`src/rtl/seg_status_controller.sv`:
```
`default_nettype none
// +----------------------------------------------------------------------------+
// | seg_status_controller: 4-digit 7-segment status display with key history, |
// | mode letter and operator flash.   Revision 1.0                             |
// +----------------------------------------------------------------------------+
module seg_status_controller #(
  parameter int REFRESH_DIV = 100000,
  parameter int FLASH_TICKS = 25000000
) (
  input  logic       clk,
  input  logic       reset,
  input  logic [1:0] mode,
  input  logic [3:0] digit_value,
  input  logic       digit_valid,
  input  logic       operator_valid,
  input  logic       dot_pressed,
  output logic [7:0] seg,
  output logic [3:0] an
);

  localparam int SCAN_W  = (REFRESH_DIV > 1) ? $clog2(REFRESH_DIV) : 1;
  localparam int FLASH_W = $clog2(FLASH_TICKS);
  localparam logic [SCAN_W-1:0]  SCAN_LAST  = SCAN_W'(REFRESH_DIV - 1);
  localparam logic [FLASH_W-1:0] FLASH_LAST = FLASH_W'(FLASH_TICKS - 1);
  localparam logic [FLASH_W-1:0] FLASH_HALF = FLASH_W'(FLASH_TICKS / 2);

  typedef enum logic [1:0] {
    ST_OFF   = 2'd0,
    ST_SHOW  = 2'd1,
    ST_FLASH = 2'd2
  } state_t;

  typedef struct packed {
    logic       valid;
    logic       is_op;
    logic [3:0] value;
    logic       dp;
  } entry_t;

  localparam entry_t ENTRY_EMPTY = '0;

  state_t             state_q, state_d;
  logic [SCAN_W-1:0]  scan_cnt_q, scan_cnt_d;
  logic [1:0]         idx_q, idx_d;
  logic [FLASH_W-1:0] flash_q, flash_d;
  entry_t [2:0]       hist_q, hist_d;
  logic [1:0]         mode_q;
  logic [7:0]         seg_q, seg_d;
  logic [3:0]         an_q, an_d;

  logic   mode_change;
  logic   op_accept;
  entry_t new_entry;

  function automatic logic [7:0] glyph(input entry_t e);
    logic [6:0] g;
    if (!e.valid) begin
      g = 7'b1111111;
    end else if (e.is_op) begin
      g = 7'b0111111;
    end else begin
      case (e.value)
        4'd0:    g = 7'b1000000;
        4'd1:    g = 7'b1111001;
        4'd2:    g = 7'b0100100;
        4'd3:    g = 7'b0110000;
        4'd4:    g = 7'b0011001;
        4'd5:    g = 7'b0010010;
        4'd6:    g = 7'b0000010;
        4'd7:    g = 7'b1111000;
        4'd8:    g = 7'b0000000;
        4'd9:    g = 7'b0010000;
        default: g = 7'b1111111;
      endcase
    end
    return {~e.dp, g};
  endfunction

  function automatic logic [7:0] mode_glyph(input logic [1:0] m);
    logic [7:0] g;
    case (m)
      2'b01:   g = 8'b1_0001001;
      2'b10:   g = 8'b1_1000110;
      2'b11:   g = 8'b1_1000010;
      default: g = 8'hFF;
    endcase
    return g;
  endfunction

  // Scan timing runs regardless of state so the display resumes mid-cycle.
  always_comb begin
    scan_cnt_d = scan_cnt_q + 1'b1;
    idx_d      = idx_q;
    if (scan_cnt_q == SCAN_LAST) begin
      scan_cnt_d = '0;
      idx_d      = idx_q + 2'd1;
    end
  end

  always_comb begin
    state_d     = state_q;
    flash_d     = flash_q;
    hist_d      = hist_q;
    op_accept   = 1'b0;
    new_entry   = ENTRY_EMPTY;
    mode_change = (mode != 2'b00) && (mode_q != 2'b00) && (mode != mode_q);

    if (mode == 2'b00) begin
      state_d = ST_OFF;
      flash_d = '0;
      hist_d  = {3{ENTRY_EMPTY}};
    end else if (mode_change) begin
      state_d = ST_SHOW;
      flash_d = '0;
      hist_d  = {3{ENTRY_EMPTY}};
    end else begin
      if (digit_valid) begin
        new_entry = '{valid: 1'b1, is_op: 1'b0, value: digit_value, dp: 1'b0};
        hist_d    = {hist_q[1], hist_q[0], new_entry};
      end else if (operator_valid) begin
        new_entry = '{valid: 1'b1, is_op: 1'b1, value: 4'd0, dp: 1'b0};
        hist_d    = {hist_q[1], hist_q[0], new_entry};
        op_accept = 1'b1;
      end
      // Evaluated after the shift so a coincident dot lands on the new entry.
      if (dot_pressed && hist_d[0].valid) begin
        hist_d[0].dp = 1'b1;
      end

      case (state_q)
        ST_OFF: begin
          state_d = ST_SHOW;
        end
        ST_SHOW: begin
          if (op_accept) begin
            state_d = ST_FLASH;
            flash_d = '0;
          end
        end
        ST_FLASH: begin
          if (op_accept) begin
            flash_d = '0;
          end else if (flash_q == FLASH_LAST) begin
            state_d = ST_SHOW;
            flash_d = '0;
          end else begin
            flash_d = flash_q + 1'b1;
          end
        end
        default: begin
          state_d = ST_OFF;
          flash_d = '0;
        end
      endcase
    end
  end

  // Outputs are built from next-state values so they register alongside them.
  always_comb begin
    an_d = ~(4'b0001 << idx_d);
    case (idx_d)
      2'd0:    seg_d = glyph(hist_d[0]);
      2'd1:    seg_d = glyph(hist_d[1]);
      2'd2:    seg_d = glyph(hist_d[2]);
      default: seg_d = mode_glyph(mode);
    endcase
    if (state_d == ST_OFF) begin
      seg_d = 8'hFF;
      an_d  = 4'hF;
    end else if ((state_d == ST_FLASH) && (flash_d < FLASH_HALF)) begin
      an_d = 4'hF;
    end
  end

  always_ff @(posedge clk or posedge reset) begin
    if (reset) begin
      state_q    <= ST_OFF;
      scan_cnt_q <= '0;
      idx_q      <= '0;
      flash_q    <= '0;
      hist_q     <= {3{ENTRY_EMPTY}};
      mode_q     <= 2'b00;
      seg_q      <= 8'hFF;
      an_q       <= 4'hF;
    end else begin
      state_q    <= state_d;
      scan_cnt_q <= scan_cnt_d;
      idx_q      <= idx_d;
      flash_q    <= flash_d;
      hist_q     <= hist_d;
      mode_q     <= mode;
      seg_q      <= seg_d;
      an_q       <= an_d;
    end
  end

  assign seg = seg_q;
  assign an  = an_q;

endmodule
`default_nettype wire

```
`config.mk`:
```
export PLATFORM = sky130hd
export DESIGN_NAME = seg_status_controller
export DESIGN_NICKNAME = d
export VERILOG_FILES = /design/src/rtl/seg_status_controller.sv
export SDC_FILE = /design/constraint.sdc
export NUM_CORES = 1
export LEC_CHECK = 0
export CORE_MARGIN = 1
export CORE_UTILIZATION = 40
export DETAILED_ROUTE_END_ITERATION = 7
export SLEW_MARGIN = 20
export SYNTH_ARGS = -nofsm -noshare
export SYNTH_HDL_FRONTEND = slang
export SYNTH_SLANG_ARGS = --single-unit
```
`constraint.sdc`:
```
create_clock -name clk -period 3.2 [get_ports clk]
set_clock_uncertainty 0.15 [all_clocks]
set_input_delay 0.64 -clock clk [delete_from_list [all_inputs] [get_ports clk]]
set_output_delay 0.64 -clock clk [all_outputs]
set_load 0.005 [all_outputs]
```
After elaboration in Yosys (flattened, before gate mapping)
Memory sizes are Yosys's and may differ from the RTL's.
Cells that the tools add are included.
- ROM bits: 336
- bits of input ports: 11
- logic and storage cells: 88
- flip-flop bits (word level): 81
- memories: 3
- output and inout port bits: 12
- memory list (memory ; words ; bits a word ; rd ports ; clocked after memory_dff ; wr ports ; line ; RTL):
    (name not given) ; 16 ; 7 ; 1 ; 0 ; 0 ; 62 ; case (e.value)
    (name not given) ; 16 ; 7 ; 1 ; 0 ; 0 ; 62 ;
    (name not given) ; 16 ; 7 ; 1 ; 0 ; 0 ; 62 ;
- bitwise logic cells: 4
- add/sub/neg operators: 3
- equality and inequality tests: 11
- magnitude comparators: 1
- reductions and logical operators: 10
- multiplexer cells: 36
- shifts and indexed selects: 1
- operators by type and width (cell ; count):
    21-bit 2-to-1 mux ; 6
    25-bit 2-to-1 mux ; 5
    25-bit one-hot mux with 3 select lines ; 1
    7-bit 2-to-1 mux ; 6
    25-bit by 1-bit adder with 25-bit output (second input constant) ; 1
    25-bit == test (second input constant) ; 1
    25-bit by 24-bit < comparator with 1-bit output (second input constant) ; 1
    8-bit one-hot mux with 3 select lines ; 1
    7-bit one-hot mux with 3 select lines ; 1
    17-bit by 1-bit adder with 17-bit output (second input constant) ; 1
    17-bit == test (second input constant) ; 1
    17-bit 2-to-1 mux ; 1
    2-bit 2-to-1 mux ; 6
    2-bit == test (second input constant) ; 5
    2-bit zero test ; 4
    4-bit 2-to-1 mux ; 2
    8-bit 2-to-1 mux ; 1
    2-bit by 1-bit == test with 1-bit output (second input constant) ; 3
    2-bit one-hot mux with 3 select lines ; 1
    1-bit 2-to-1 mux ; 5
    1-bit logical AND ; 4
    4-bit inverter ; 1
    2-bit nonzero test ; 2
    1-bit by 2-bit left shift with 4-bit output (first input constant) ; 1
    other kinds (3) ; 5

Longest topological paths before layout
Gate-level depths: netlist of run 1.
An unclocked memory read counts as a cell.
- word-level depth: 14
- mapped depth: 16
- gate-level depth less buffers: 11

Worst setup path after synthesis of run 1
OpenSTA, ideal clock, no wires.
- path kind: input to register
- from: input mode[0]
- to: register seg_q[6] (netlist: seg[6])
- path slack: -633 ps
- library setup time: 108 ps
- stages on the path: 13
- path buffers: 5
- arrival time: 3575 ps
- required time: 2942 ps
- cell sequence: clkbuf_1 > and4_1 > a211oi_1 > clkbuf_1 > buf_2 > clkbuf_1 > clkbuf_1 > nor2_1 > ha_1 > a2111oi_0 > o21ai_0 > a222oi_1 > o221ai_1
- RTL lines (item ; line ; RTL):
    start, declared ; 12 ; input logic [1:0] mode,
    end signal, assigned ; 192 ; seg_q <= seg_d;
    end, declared ; 48 ; logic [7:0] seg_q, seg_d;

Final worst setup path of run 1
- from: input operator_valid
- to: register an_q[1] (netlist: an[1])
- longest elaborated chain between the ends: 12
- elaborated cells on any way between the ends: 20
- those cells by class: order compare: 1; eq/ne: 1; mux: 16; reduce/logical: 2
- RTL lines (item ; line ; RTL):
    start, declared ; 15 ; input logic operator_valid,
    1-bit 2-to-1 mux * ; 120 ; end else if (operator_valid) begin
    1-bit 2-to-1 mux * ; 117 ; if (digit_valid) begin
    1-bit 2-to-1 mux * ; 112 ; end else if (mode_change) begin
    1-bit 2-to-1 mux * ; 108 ; if (mode == 2'b00) begin
    25-bit 2-to-1 mux, on equally long branches ; 141, 135 ;
    25-bit one-hot mux with 3 select lines * ; 130 ; case (state_q)
    25-bit 2-to-1 mux * ; 112 ;
    25-bit 2-to-1 mux * ; 108 ;
    via flash_d[20] ; 45 ; logic [FLASH_W-1:0] flash_q, flash_d;
    25-bit by 24-bit < comparator with 1-bit output * ; 170 ; end else if ((state_d == ST_FLASH) && (flash_d < FLASH_HALF)) begin
    1-bit logical AND * ; 170 ;
    4-bit 2-to-1 mux * ; 170 ;
    4-bit 2-to-1 mux * ; 167 ; if (state_d == ST_OFF) begin
    via an_d[1] ; 49 ; logic [3:0] an_q, an_d;
    end signal, assigned ; 193 ; an_q <= an_d;
    end, declared ; 49 ;
The timed path passes the listed nets; every way through them passes the cells marked *. The select of a mux whose other input is x is not followed.

==> results by group, run 1 <==
Synthesis
  • Synthesized Nets: 576
  • Yosys top cell by area: dfrtp_1
  • Main combinational cell family by area after synthesis: simple AND/OR/NAND/NOR gates
  • Cell area after synthesis: 4880 um2
  • Post-synthesis adder-cell area fraction: 4.36%
  • Main area contributors after synthesis: dfrtp_1, dfstp_2, nand2_1, nor2_1, ha_1
  • Synth Area in Compound Gates: 18.6%
  • Simple-gate share of the synthesized area: 25.7%
  • Asr flop ratio synth: 100%
  • Sequential element share of the synthesized area: 41.9%
  • Synth Instances: 548
  • Synth Register Bits: 81
  • Library cells used by synthesis: 73
  • EDFF count, synth: 0
  • XOR/XNOR Fraction of Synth Area: 2.87%
  • Post-synthesis mux area share: 3.16%
  • Synth Area per Inst: 8.90 um2
  • Synthesis Warnings: 0
  • Post-synth top flop: dfrtp_1
  • Yosys top cell area share: 35.4%

Layout
  • Synth-to-Final Area Change: 38.0%
  • Post-layout nets: 717
  • Fillers: 1033
  • Layout Cells excl Fill: 837
  • N_diodes: 0
  • Design Area, Final: 6730 um2
  • Post-layout util: 57.7%
  • Share of post-route cells with drive strength above 1: 32.0%

Worst setup path
  • Critical Path Sink Type: flop
  • Reg2Reg Setup Slack: 60 ps
  • Critical path class: primary input to flop
  • WP data required: 3300 ps
  • FF-to-FF path depth: 11
  • FF-to-FF Start: flash_q[0]
  • Critical-path cell list: clkdlybuf4s50_1 > nor2b_4 > nor3b_4 > buf_4 > o31a_4 > nand2_1 > buf_4 > o41ai_1 > o2111ai_1 > o31ai_4 > nand3b_1
  • Crit-path slowest cell: o41ai_1
  • CP peak stage delay: 460 ps
  • Most numerous cell on the critical path: buf_4
  • CP startpoint kind: primary input
  • WP data arrival: 3250 ps
  • CP max FO: 5
  • Terminus of the critical flop-to-flop path: an[1]

Clock network
  • Worst-path clk slew: 60 ps
  • Total CTS buffers: 9
  • Worst-Skew Late Latency: 350 ps
  • H-tree depth: 3
  • # hold bufs at CTS: 0
  • # clock sinks: 81
  • Clk buf depth: 2
  • Clk root buf: clkbuf_16
  • TritonCTS clock tree: built

Global route
  • Gr usage total: 23.7%
  • Pin count of the biggest net entering global routing: 82
  • First-pass GRT wire length: 23.4 mm
  • Number of global-route vias before repair: 4765
  • Total grt overflow: 0
  • Initial antenna violation count: 0

Floorplan
  • Die width: 112 um
  • DIE AREA: 12600 um2
  • Die height: 112 um
  • Ports: 23
  • Core area: 11700 um2
  • Initial Util: 41.8%
  • Num rows: 39

Outcome
  • Status: complete, no violations

Power
  • Logic pwr share: 14.5%
  • Clk network pwr share: 41.0%
  • Pint: 1750 uW
  • Max VDD drop: 0.000353 V
  • Psw: 649 uW
  • PD cells: 357 nW/um2
  • Static Leakage: 0.00296 uW
  • Reg power frac: 44.6%
  • Sw Share: 27.0%

Timing
  • Worst slew pin tran: 704 ps
  • Setup Viol. Count Final: 0
  • Fmax: 318 MHz
  • Final Critical Period: 3150 ps
  • RSZ-0062 raised after global routing: yes
  • Setup tns final: 0 ps
  • Final Slew Violations: 0
  • Relative slew slack: 52.9%
  • Hold Fails Final Rpt: 0
  • Final Cycle Share: 98.4%

Placement
  • Placed Area: 6150 um2
  • Buffers on Ports: 22
  • GP Congestion: 0.887
  • DP HPWL: 10.5 mm
  • Dpl cells: 813

Hold path
  • WHS Endpoint: scan_cnt_q[0]
  • Worst min path class: flop to flop
  • Worst Hold Path Cells: 1
  • Min-delay src: scan_cnt_q[0]

Detailed routing
  • Routed vias: 4697
  • Detail Route Antenna Nets: 0
  • Vias/cell: 5.61
  • Routed WL per cell: 17.0 um
  • Drt total wl: 14.2 mm
  • DR DRC count: 0
  • Pre-antenna DRT Iters: 5
  • Initial DRC count: 237

Run
  • Max-cap violations: 0
synthesized netlist by cell type (3+ instances only):
| cell | count |
|---|---|
| nand2_1 | 73 |
| dfrtp_1 | 69 |
| nor2_1 | 59 |
| o21ai_0 | 33 |
| a21oi_1 | 27 |
| nand3_1 | 20 |
| clkbuf_1 | 18 |
| ha_1 | 17 |
| inv_1 | 16 |
| nor3_1 | 13 |
| dfstp_2 | 12 |
| mux2i_1 | 12 |
| a31oi_1 | 11 |
| nand4_1 | 10 |
| or2_2 | 10 |
| xnor2_1 | 10 |
| and3_1 | 8 |
| or3_1 | 8 |
| nor3b_1 | 7 |
| a21o_1 | 6 |
| a22oi_1 | 6 |
| xor2_1 | 6 |
| and2_1 | 5 |
| o211ai_1 | 5 |
| o31ai_1 | 5 |
| nor2b_1 | 4 |
| nor4_1 | 4 |
| a311oi_1 | 3 |
| and4_1 | 3 |
| and4_2 | 3 |
| buf_6 | 3 |
| mux2_2 | 3 |
| nand3b_1 | 3 |
| o21a_1 | 3 |
per-stage QoR:
stage	power (uW)	hold slack, ps	setup slack [ps]
6_report	2400	337	51.2
5_1_grt	2500	363	-28.4
4_1_cts	2410	343	5.29
3_5_place_dp	1410	334	-563
3_3_place_gp	1400	326	-511
2_1_floorplan	1240	304	10.4
placed cells by master, fill, tap and decap left out, types with 4 or more instances in the layout:
cell,count
a22oi_1,6
xnor2_1,10
nand2_1,72
xor2_1,6
nand3_1,20
a31oi_4,4
clkbuf_16,9
or3_1,8
dfrtp_1,68
dfstp_2,12
inv_1,14
a21o_1,6
ha_1,15
clkdlybuf4s50_1,19
nand4_1,10
buf_4,123
and2_1,5
mux2i_1,12
a31oi_1,5
o21ai_1,4
o211ai_1,5
buf_6,4
nor2_1,56
nor3_1,13
nor3b_1,4
and3_1,8
o21ai_0,28
nor4_1,4
or2_2,9
a21oi_1,25
cells by family after synthesis:
kind of cell | after synthesis
AO/OA/AOI/OAI | 134
XOR/XNOR | 16
adder cells (fa/ha/maj) | 17
buffers and inverters | 39
flip-flops | 81
multiplexers | 15
AND/OR/NAND/NOR | 246
flip-flops by register name (all words and copies together) (netlist names):
signal and count:
scan_cnt_q 17, idx_q 2, an 4, mode_q 2, hist_q 21, seg 8, flash_q 25, state_q 2
cell type report:
cell class / instances / area, um2 / share of cell area [%]
Clock inverter: 6 / 48.8 / 0.725
Timing Repair Buffer: 152 / 1250 / 18.6
Tap cell: 143 / 179 / 2.66
Sequential cell: 81 / 2040 / 30.4
Inverter: 16 / 61.3 / 0.911
Clock buffer: 10 / 229 / 3.40
Multi-Input combinational cell: 429 / 2920 / 43.4
power groups by stage:
stage               Sequential (uW)  Clock (uW)  Combinational [uW]
floorplan                      1080           0                 160
CTS                            1070        1000                 336
detailed placement             1090           0                 320
finish                         1070         984                 348
global route                   1070        1050                 377
global placement               1090           0                 316
how the worst max path moves through the flow:
stage | start | end | slack [ps] | cells after the start
2_1_floorplan | mode[0] | seg[6] | 10 | 13
4_1_cts | flash_q[1] | an[1] | 5 | 12
3_5_place_dp | operator_valid | an[1] | -560 | 12
3_3_place_gp | operator_valid | an[1] | -510 | 12
6_report | operator_valid | an[1] | 50 | 11
5_1_grt | flash_q[0] | an[1] | -30 | 12
critical path, delay by kind of cell:
family                 cells  cell delay [ps]
AOI/OAI and AO/OA          4             1280
buffers and inverters      3              770
and+or+nand+nor            4              570
per-layer routing:
layer | vias up | global-route usage (%) | share of wire [%]
met1 | 2307 | 28.1 | 43
met4 | 0 | 8.53 | 2.2
met5 | - | 0 | 0
li1 | 2278 | - | -
met2 | 90 | 42.0 | 51
met3 | 22 | 5.62 | 3.3
what timing repair did:
| action | CTS | global route |
|---|---|---|
| setup endpoints to repair | 9 | 10 |
| pin swaps | 10 | 16 |
| setup buffers | 5 | 3 |
| cloned | 1 | 0 |
| gates resized for setup | 26 | 26 |
(Power assumes the default switching activity.)
==> run 2: changes to the inputs <==
HOLD_SLACK_MARGIN = 0.05   (was unset)
==> results of run 2 <==
Same layout as run 1: the final DEF is identical, and so are final timing and power.
